**src/rtl/hazard_stall_ctrl.sv**
```systemverilog
// Purpose: hazard/stall control for the 5-stage MIPS core (Tuse/Tnew data hazards + mult/div busy sequencing).
// Latency: stall outputs are combinational, same cycle; md_busy is registered, high MULT_CYC/DIV_CYC cycles after issue.
// Backpressure: a stall holds PC and F/D and bubbles D/E; optional STALL_CNT_EN macro adds a saturating stall_cnt output.
module hazard_stall_ctrl #(
   parameter int MULT_CYC = 5,
   parameter int DIV_CYC  = 10
) (
   input  logic        clk,
   input  logic        reset,
   input  logic [4:0]  rsD,
   input  logic [4:0]  rtD,
   input  logic [1:0]  Tuse_rs,
   input  logic [1:0]  Tuse_rt,
   input  logic [4:0]  A3E,
   input  logic [4:0]  A3M,
   input  logic [1:0]  TnewE,
   input  logic [1:0]  TnewM,
   input  logic        md_startE,
   input  logic        md_typeE,
   input  logic        md_useD,
   output logic        PC_EN,
   output logic        FD_EN,
   output logic        DE_CLR,
`ifdef STALL_CNT_EN
   output logic [31:0] stall_cnt,
`endif
   output logic        md_busy
);

   logic [3:0] md_cnt;
   logic [3:0] md_cnt_nxt;
   logic       md_busy_q;
   logic       stall_rs;
   logic       stall_rt;
   logic       md_stall;
   logic       stall;

   // Register-read hazards the forwarding network cannot cover; $0 is never a real dependency.
   always_comb begin
      stall_rs = 1'b0;
      stall_rt = 1'b0;
      if (rsD != 5'd0) begin
         stall_rs = ((rsD == A3E) && (TnewE > Tuse_rs)) ||
                    ((rsD == A3M) && (TnewM > Tuse_rs));
      end
      if (rtD != 5'd0) begin
         stall_rt = ((rtD == A3E) && (TnewE > Tuse_rt)) ||
                    ((rtD == A3M) && (TnewM > Tuse_rt));
      end
   end

   // Busy countdown next value: load only from idle, so a start pulse while busy is dropped.
   always_comb begin
      md_cnt_nxt = md_cnt;
      if (md_startE && (md_cnt == 4'd0)) begin
         md_cnt_nxt = md_typeE ? 4'(DIV_CYC) : 4'(MULT_CYC);
      end else if (md_cnt != 4'd0) begin
         md_cnt_nxt = md_cnt - 4'd1;
      end
   end

   // Countdown and its busy flag; the flag is registered alongside so md_busy has no comb path.
   always_ff @(posedge clk or negedge reset) begin
      if (!reset) begin
         md_cnt    <= 4'd0;
         md_busy_q <= 1'b0;
      end else begin
         md_cnt    <= md_cnt_nxt;
         md_busy_q <= (md_cnt_nxt != 4'd0);
      end
   end

   assign md_busy = md_busy_q;

   // Only mult/div-class instructions wait on the unit; the issue cycle itself also counts as busy.
   always_comb begin
      md_stall = md_useD && (md_startE || md_busy_q);
      stall    = stall_rs || stall_rt || md_stall;
      PC_EN    = ~stall;
      FD_EN    = ~stall;
      DE_CLR   = stall;
   end

`ifdef STALL_CNT_EN
   // Count stalled cycles, saturating rather than wrapping.
   always_ff @(posedge clk or negedge reset) begin
      if (!reset) begin
         stall_cnt <= 32'd0;
      end else if (stall && (stall_cnt != 32'hFFFF_FFFF)) begin
         stall_cnt <= stall_cnt + 32'd1;
      end
   end
`endif

endmodule

```
**config.mk**
```make
export PLATFORM = sky130hd
export DESIGN_NAME = hazard_stall_ctrl
export DESIGN_NICKNAME = d
export VERILOG_FILES = /design/src/rtl/hazard_stall_ctrl.sv
export SDC_FILE = /design/constraint.sdc
export NUM_CORES = 1
export LEC_CHECK = 0
export BUFFER_PORTS_ARGS = -buffer_cell sky130_fd_sc_hd__buf_2
export CORE_MARGIN = 2
export CORE_UTILIZATION = 30
export CTS_CLUSTER_DIAMETER = 120
export DETAILED_ROUTE_END_ITERATION = 8
export GPL_ROUTABILITY_DRIVEN = 0
export GPL_TIMING_DRIVEN = 0
export RECOVER_POWER = 25
export SYNTH_ARGS = -nofsm -noshare
export SYNTH_HDL_FRONTEND = slang
export SYNTH_SLANG_ARGS = --single-unit
```
**constraint.sdc**
```tcl
create_clock -name clk -period 1.9 [get_ports clk]
set_input_delay 0.285 -clock clk [delete_from_list [all_inputs] [get_ports clk]]
set_output_delay 0.285 -clock clk [all_outputs]
set_load 0.01 [all_outputs]
```
==> metrics.txt, run 1 <==
max-slew violations 0; first-pass GRT wire length 3042 um; Die ar. 2747 um2; most common cell type on the critical path buf_6; number of global-route vias before repair 721; Fin Clk Skew 0.1675 ps; clk buf depth 2; Setup CP Type in2out; # DRC 0; CP delay by family, top compound AO/OA/AOI/OAI gates; CTS sink count 5; failing checks negative setup slack; Ys Warns 0; clk slew on worst S/H paths 40 ps; final net count 174; DR WL/cell 11.38 um; number of synthesized flops with an enable pin 0; drt initial violations 10; via count 741; peak supply drop 0.5864 mV; CP max-delay cell ha_4; DPL Wire Length 1468 um; Layout fillers 232; Critical Path, Cell by Cell buf_6, inv_4, ha_4, nor2b_4, o21ai_2, a2111oi_4, o22ai_1, and3_1, buf_4, buf_6; fin util 0.4706; Hold Crit Class in2reg; grt ovf 0; initial antenna violation count 0; Slew headroom 0.7686; port bufs 36; CTS tree yes; RSZ-0062 raised after global routing yes; FF+latch count, synth 5; DRT Pass-1 Iters 4; Critical Path Source Type input pin; Final Power 735.8 uW; crit path capture type output port; GR Util All Layers 0.1475; Placed Instance Area 918.4 um2; # rows 17; sequential area share after synthesis 0.1779; worst hold slack 398.8 ps; die height 52.42 um; I/O Pins 37; fin crit share 1.020; fmax 0.5161 GHz; commonest non-fill, non-tap cell in the layout buf_2; top_reg_cell synth dfrtp_1; Worst Path Buf+Inv 4; starting density of the core 0.3179; asr flop ratio synth 1.000; pwr dens 706.8 nW/um2; most frequent cells in the layout buf_2, xnor2_1, ha_1, xor2_1, inv_1; CP Depth 10; Mapped Nets 130; post-layout min period 1937 ps; final WL 1810 um; Worst Path Required 1620 ps; clock latency on the worst-skew pair 230 ps; Finish-stage setup viols 1; CP arrival 1650 ps; Routed Antenna Nets 0; post-synthesis cell type count 24; synthesized cell area 703.2 um2; Synth Instances 88; final hold viol count 0; pin count of the biggest net entering global routing 7; Worst Path Max Fanout 2; Worst Tran Pin Value 345.9 ps; layout cell share with drive strength beyond 1 0.3740; WHS Path Cells 3; htree depth 1; status finished with violations; Final WS setup -37.44 ps; Core Region 2212 um2; Leak 0.0004732 uW; area growth from synthesis to layout 48.04%; vias per inst 4.660; Max Cap Viol 0; antenna cells 0; TNS Setup -37.44 ps; fin area 1041 um2; CTS root buf clkbuf_4; largest stage delay on the critical path 260 ps; Die Wd 52.42 um; TritonCTS Buffers 3; r2r worst-path depth 5; Mapped Avg Cell Area 7.991 um2
## final cells by class
class | count | area, um2 | share of cell area
Sequential cell | 5 | 125.1 | 0.1202
Tap cell | 28 | 35.03 | 0.03365
Clock buffer | 4 | 26.28 | 0.02524
Buffer | 1 | 7.507 | 0.007212
Inverter | 9 | 36.28 | 0.03486
Multi-Input combinational cell | 73 | 584.3 | 0.5613
Timing Repair Buffer | 39 | 226.5 | 0.2175
## cell usage after synthesis (2+ instances only)
library cell	count	share of area
nand2b_1	2	0.018
xnor2_1	13	0.16
xor2_1	7	0.087
nand2_1	5	0.027
nor2b_1	2	0.018
nor2_1	4	0.021
a21oi_1	4	0.028
nand4_1	4	0.036
o22ai_1	2	0.018
inv_1	9	0.048
ha_1	9	0.16
nor4_1	3	0.027
dfrtp_1	5	0.18
o21ai_0	6	0.043
or4_1	2	0.021
nand3_1	3	0.021
## where the power goes
part	total [uW]	internal [uW]	leakage [uW]	switching, uW
Sequential	218	163	0.0000572	55.2
Clock	114	78.9	0.0000150	35.3
Combinational	403	195	0.000401	208
Total	736	437	0.000473	299
## registers in the layout, summed over array words and instances, names as in the netlist
signal   count
md_cnt       4
md_busy      1
## tightest hold or removal path: cells and delay by family
family,cells,cell delay [ps]
buffers and inverters,1,110
muxes,1,70
AOI/OAI and AO/OA,1,110
## final timing paths
check	start	to	slack [ps]
worst max-delay path	Tuse_rt[1]	PC_EN	-40
worst min-delay path	md_startE	md_cnt[1]	400
worst max register to register	md_cnt[0]	md_cnt[1]	570
worst min register to register	md_cnt[1]	md_cnt[3]	550
max in group asynchronous	reset	md_cnt[3]	1280
min in group asynchronous	reset	md_busy	420
## per-layer routing
| layer | track usage | share of wire |
|---|---|---|
| met4 | 0.05128 | 0.0066 |
| met1 | 0.1878 | 0.44 |
| met5 | 0 | 0 |
| met2 | 0.2542 | 0.50 |
| met3 | 0.01714 | 0.056 |
## stage by stage
stage,worst slack [ps],instances
floorplan,93.94,88
CTS,-108.7,159
finish,-37.44,159
global placement,-211.1,152
global route,-101.3,159
detailed placement,-185.5,152
## cell families after synthesis
group | count (synthesis) | share of synthesized area
AOI/OAI and AO/OA | 16 | 0.1352
xor gates and xnor gates | 20 | 0.2491
adders and majority gates | 9 | 0.1601
buffers and inverters | 10 | 0.05872
DFF | 5 | 0.1779
muxes | 1 | 0.01424
and+or+nand+nor | 27 | 0.2046
## repair_timing
| item | 4_1_cts | 5_1_grt |
|---|---|---|
| setup endpoints to repair | 2 | 3 |
| hold buffers | 1 | 0 |
| pin swaps | 6 | 3 |
| hold endpoints to repair | 5 | 0 |
| resized for setup | 10 | 7 |
| setup buffers | 2 | 0 |
Power figures use the tool's default switching activity.
==> run 2: changes to the inputs <==
--- a/config.mk
+++ b/config.mk
@@ -5,6 +5,7 @@
 export SDC_FILE = /design/constraint.sdc
 export NUM_CORES = 1
 export LEC_CHECK = 0
+export ABC_AREA = 1
 export BUFFER_PORTS_ARGS = -buffer_cell sky130_fd_sc_hd__buf_2
 export CORE_MARGIN = 2
 export CORE_UTILIZATION = 30
==> metrics.txt, run 2 <==
Worst Path Max Fanout 2; pwr dens 632.1 nW/um2; synth cell count leaders nand2_1, inv_1, nor2_1; FF+latch count, synth 5; via count 1,009; I/O Pins 37; final WL 2236 um; final hold viol count 0; # DRC 0; Critical Path, Cell by Cell buf_2, inv_2, ha_4, a21oi_2, nor2_1, nand3_1, nand2_1, nand2_2, nand2_1, nor2_2, buf_2; CTS sink count 5; top_reg_cell synth dfrtp_1; fin crit share 0.9269; Synth Instances 159; antenna cells 0; commonest non-fill, non-tap cell in the layout nand2_1; max reg flops 4; DRT Pass-1 Iters 4; reg2reg start md_cnt[0]; layout cell share with drive strength beyond 1 0.3266; Hold Crit Class in2reg; final net count 242; r2r worst-path depth 8; fmax 0.5678 GHz; Leak 0.0007083 uW; starting density of the core 0.3180; Fin Clk Skew 0.5360 ps; number of synthesized flops with an enable pin 0; Core Region 2781 um2; most flop-heavy register md_cnt; sequential area share after synthesis 0.1414; Worst Tran Pin Value 256.4 ps; peak supply drop 0.8619 mV; CP Depth 11; WHS Path Cells 3; Routed Antenna Nets 0; Finish-stage setup viols 0; initial antenna violation count 0; TNS Setup 0 ps; Critical Path Source Type input pin; vias per inst 4.387; Slew headroom 0.8283; htree depth 1; post-synthesis cell type count 23; CP delay by family, top simple AND/OR/NAND/NOR gates; top cells by area, synth nand2_1, dfrtp_1, ha_1, inv_1, nand3_1; CTS tree yes; crit path capture type output port; CP max-delay cell ha_4; Worst Path Buf+Inv 3; max-slew violations 0; GR Util All Layers 0.1446; synthesized cell area 884.6 um2; clock latency on the worst-skew pair 230 ps; first-pass GRT wire length 3953 um; Max Cap Viol 0; Layout fillers 312; Worst Path Required 1620 ps; Mapped Avg Cell Area 5.564 um2; clk slew on worst S/H paths 40 ps; Reg2Reg Capture Point md_busy; number of global-route vias before repair 987; TritonCTS Buffers 3; Ys Warns 0; largest stage delay on the critical path 220 ps; Die Wd 58.30 um; die height 58.30 um; grt ovf 0; port bufs 36; Setup CP Type in2out; fin area 1219 um2; pin count of the biggest net entering global routing 6; hold path endpoint md_cnt[1]; Placed Instance Area 1104 um2; most frequent cells in the layout nand2_1, buf_2, inv_1, nor2_1, nand3_1; RSZ-0062 raised after global routing no; post-layout min period 1761 ps; post-synth top area share 0.2207; clk buf depth 2; # rows 19; status finished, final reports clean; CP arrival 1480 ps; worst hold start md_typeE; CTS root buf clkbuf_4; DR WL/cell 9.722 um; DPL Wire Length 1887 um; asr flop ratio synth 1.000; cell taking the most area after synthesis nand2_1; area growth from synthesis to layout 37.77%; Die ar. 3399 um2; Mapped Nets 201; drt initial violations 19; count leader, synth nand2_1; Reg2Reg Setup Slack 550 ps
-- run 2: cell types whose count changed after synthesis, sizes merged, moves of 3 or more --
cell and change:
nand2 +50, inv +26, nor2 +16, xnor2 -12
nand3 +10, xor2 -6, nand4 -4, o211ai +4
nor4 -3
-- run 2: worst min-delay path: stages --
cell,delay [ps]
buf_2,100
nand2_2,60
o211ai_2,80
-- run 2: worst max-delay path by stage --
| stage | from | endpoint |
|---|---|---|
| floorplan | Tuse_rs[1] | PC_EN |
| global placement | Tuse_rs[1] | PC_EN |
| detailed placement | Tuse_rs[1] | PC_EN |
| CTS | Tuse_rs[1] | PC_EN |
| global route | Tuse_rs[1] | FD_EN |
| finish | Tuse_rs[1] | FD_EN |
-- run 2: layer usage --
metal	vias up	part of all wire	GRT usage
met5	-	0	0
met4	0	0	0.02990
met3	0	0.047	0
met2	30	0.46	0.2408
met1	414	0.49	0.2117
li1	565	-	-
-- run 2: layout make-up --
cell class | instances | area (um2) | share of cell area
Multi-Input combinational cell | 117 | 676.9 | 0.5554
Clock buffer | 4 | 26.28 | 0.02156
Tap cell | 31 | 38.79 | 0.03183
Sequential cell | 5 | 125.1 | 0.1027
Inverter | 36 | 137.6 | 0.1129
Timing Repair Buffer | 37 | 214.0 | 0.1756
-- run 2: stage by stage --
step / std cells / hold WS (ps) / setup WS, ps / total power (uW) / util
3_5_place_dp: 226 / 98.97 / -7.832 / 628.2 / 0.3968
2_1_floorplan: 159 / -10.59 / 236.1 / 500.5 / -
5_1_grt: 230 / 357.6 / 37.49 / 867.0 / 0.4381
6_report: 230 / 338.4 / 138.9 / 770.4 / 0.4381
4_1_cts: 231 / 331.3 / 13.50 / 761.9 / 0.4112
3_3_place_gp: 226 / 100.8 / 6.069 / 622.0 / 0.3968
-- run 2: what timing repair did --
| action | in CTS | in global routing |
|---|---|---|
| buffers inserted | 0 | 0 |
| pin swaps | 0 | 14 |
| hold buffers | 1 | 0 |
| cloned | 0 | 0 |
| setup endpoints to repair | 1 | 2 |
| hold endpoints to repair | 5 | 0 |
| resized for setup | 1 | 17 |
-- run 2: logic make-up (layout without fill, tap and decap cells) --
| kind of cell | after synthesis | in the layout | share of synthesized area |
|---|---|---|---|
| AND/OR/NAND/NOR | 91 | 91 | 0.4399 |
| buffers and inverters | 37 | 77 | 0.1612 |
| AO/OA/AOI/OAI | 15 | 15 | 0.1103 |
| adder cells (fa/ha/maj) | 9 | 9 | 0.1273 |
| flip-flops | 5 | 5 | 0.1414 |
| XOR/XNOR | 2 | 2 | 0.01981 |
-- run 2: power by group --
group | leakage, uW | internal (uW) | switching [uW]
Sequential | 0.0000578 | 158 | 32.5
Combinational | 0.000636 | 199 | 265
Clock | 0.0000150 | 78.9 | 36.4
==> run 3: changes to the inputs <==
--- a/config.mk
+++ b/config.mk
@@ -7,6 +7,7 @@
 export LEC_CHECK = 0
 export ABC_AREA = 1
 export BUFFER_PORTS_ARGS = -buffer_cell sky130_fd_sc_hd__buf_2
+export CORE_ASPECT_RATIO = 1.1
 export CORE_MARGIN = 2
 export CORE_UTILIZATION = 30
 export CTS_CLUSTER_DIAMETER = 120
==> metrics.txt, run 3 (synthesized netlist as in run 2, its figures left out) <==
Hold Crit Class in2reg; grt ovf 0; # DRC 0; Worst Path Required 1620 ps; Placed Instance Area 1106 um2; clk slew on worst S/H paths 40 ps; peak supply drop 0.5688 mV; Worst Tran Pin Value 237.1 ps; DRT Pass-1 Iters 4; port bufs 36; Finish-stage setup viols 0; # rows 20; Fin Clk Skew 0.8931 ps; CTS root buf clkbuf_4; DR WL/cell 9.491 um; area growth from synthesis to layout 34.09%; TritonCTS Buffers 3; die height 60.95 um; drt initial violations 12; fin area 1186 um2; via count 983; I/O Pins 37; number of post-CTS setup repair buffers 0; most frequent cells in the layout nand2_1, buf_2, inv_1, nor2_1, nand3_1; Final Power 748.2 uW; Critical Path Source Type input pin; antenna cells 0; fin util 0.4270; most flop-heavy register md_cnt; Slew headroom 0.8402; DPL Wire Length 1886 um; max-slew violations 0; commonest non-fill, non-tap cell in the layout nand2_1; Max Cap Viol 0; fmax 0.5573 GHz; post-layout min period 1794 ps; reg2reg start md_cnt[0]; first-pass GRT wire length 3339 um; Die Wd 55.78 um; Leak 0.0007059 uW; fin crit share 0.9443; GR Util All Layers 0.1253; CP arrival 1510 ps; clock latency on the worst-skew pair 230 ps; final hold viol count 0; worst hold start md_typeE; pin count of the biggest net entering global routing 6; CTS sink count 5; Routed Antenna Nets 0; final WL 2202 um; Worst Path Max Fanout 2; Setup CP Type in2out; initial antenna violation count 0; htree depth 1; number of global-route vias before repair 866; vias per inst 4.237; pwr dens 630.8 nW/um2; layout cell share with drive strength beyond 1 0.3116; clk buf depth 2; CP startpoint Tuse_rs[1]; status finished, final reports clean; Core Region 2778 um2; crit path capture type output port; Die ar. 3399 um2; starting density of the core 0.3185; final net count 242; max reg flops 4; CTS tree yes
[run 3: cell types whose count changed in the layout (fill, tap and decap cells not counted)]
cell	previous run	this run
buf_2	31	32
buf_4	0	1
buf_6	4	2
ha_1	5	7
ha_4	4	2
inv_1	24	25
inv_2	10	9
[run 3: metal layers]
layer | vias up | track usage | part of all wire
met5 | - | 0 | 0
met4 | 0 | 0.04181 | 0
met3 | 0 | 0.01919 | 0.035
met2 | 19 | 0.2194 | 0.49
met1 | 398 | 0.1603 | 0.47
li1 | 566 | - | -
[run 3: where the power goes]
part           switching, uW  total (uW)  internal [uW]
Combinational            247         439            192
Sequential              35.1         193            158
Clock                   37.3         116           79.0
[run 3: worst max-delay path, cell delays in order]
cell     delay, ps
buf_2           70
inv_1           40
ha_1           320
a21oi_2        160
nor2_1          50
nand3_1         80
nand2_1         60
nand2_2         70
nand2_1         60
nor2_2         150
buf_2          150
[run 3: final timing paths]
path	endpoint	slack, ps	cells after the start
max in group asynchronous	md_cnt[0]	1290	2
setup reg to reg	md_busy	570	8
hold reg to reg	md_cnt[1]	570	2
setup / recovery	FD_EN	110	11
min in group asynchronous	md_cnt[3]	410	2
hold / removal	md_cnt[1]	320	3
[run 3: cell type report]
| type | count | area, um2 |
|---|---|---|
| Inverter | 36 | 137.6 |
| Fill cell | 321 | 1592 |
| Multi-Input combinational cell | 117 | 651.9 |
| Timing Repair Buffer | 37 | 203.9 |
| Clock buffer | 4 | 26.28 |
| Tap cell | 33 | 41.29 |
| Sequential cell | 5 | 125.1 |
[run 3: stage by stage]
step / std cells / hold WS (ps) / setup WS, ps / TNS, ps
6_report: 232 / 324.3 / 105.8 / 0
5_1_grt: 232 / 335.6 / -6.898 / -6.898
4_1_cts: 233 / 317.4 / 15.96 / 0
3_5_place_dp: 228 / 100.5 / 17.89 / 0
3_3_place_gp: 228 / 101.6 / 34.07 / 0
2_1_floorplan: 159 / -10.59 / 236.1 / 0
[run 3: repair_timing]
| item | 4_1_cts | 5_1_grt |
|---|---|---|
| endpoints found under the setup margin | 0 | 1 |
| resized for setup | 0 | 12 |
| hold buffers | 1 | 0 |
| hold endpoints to repair | 5 | 0 |
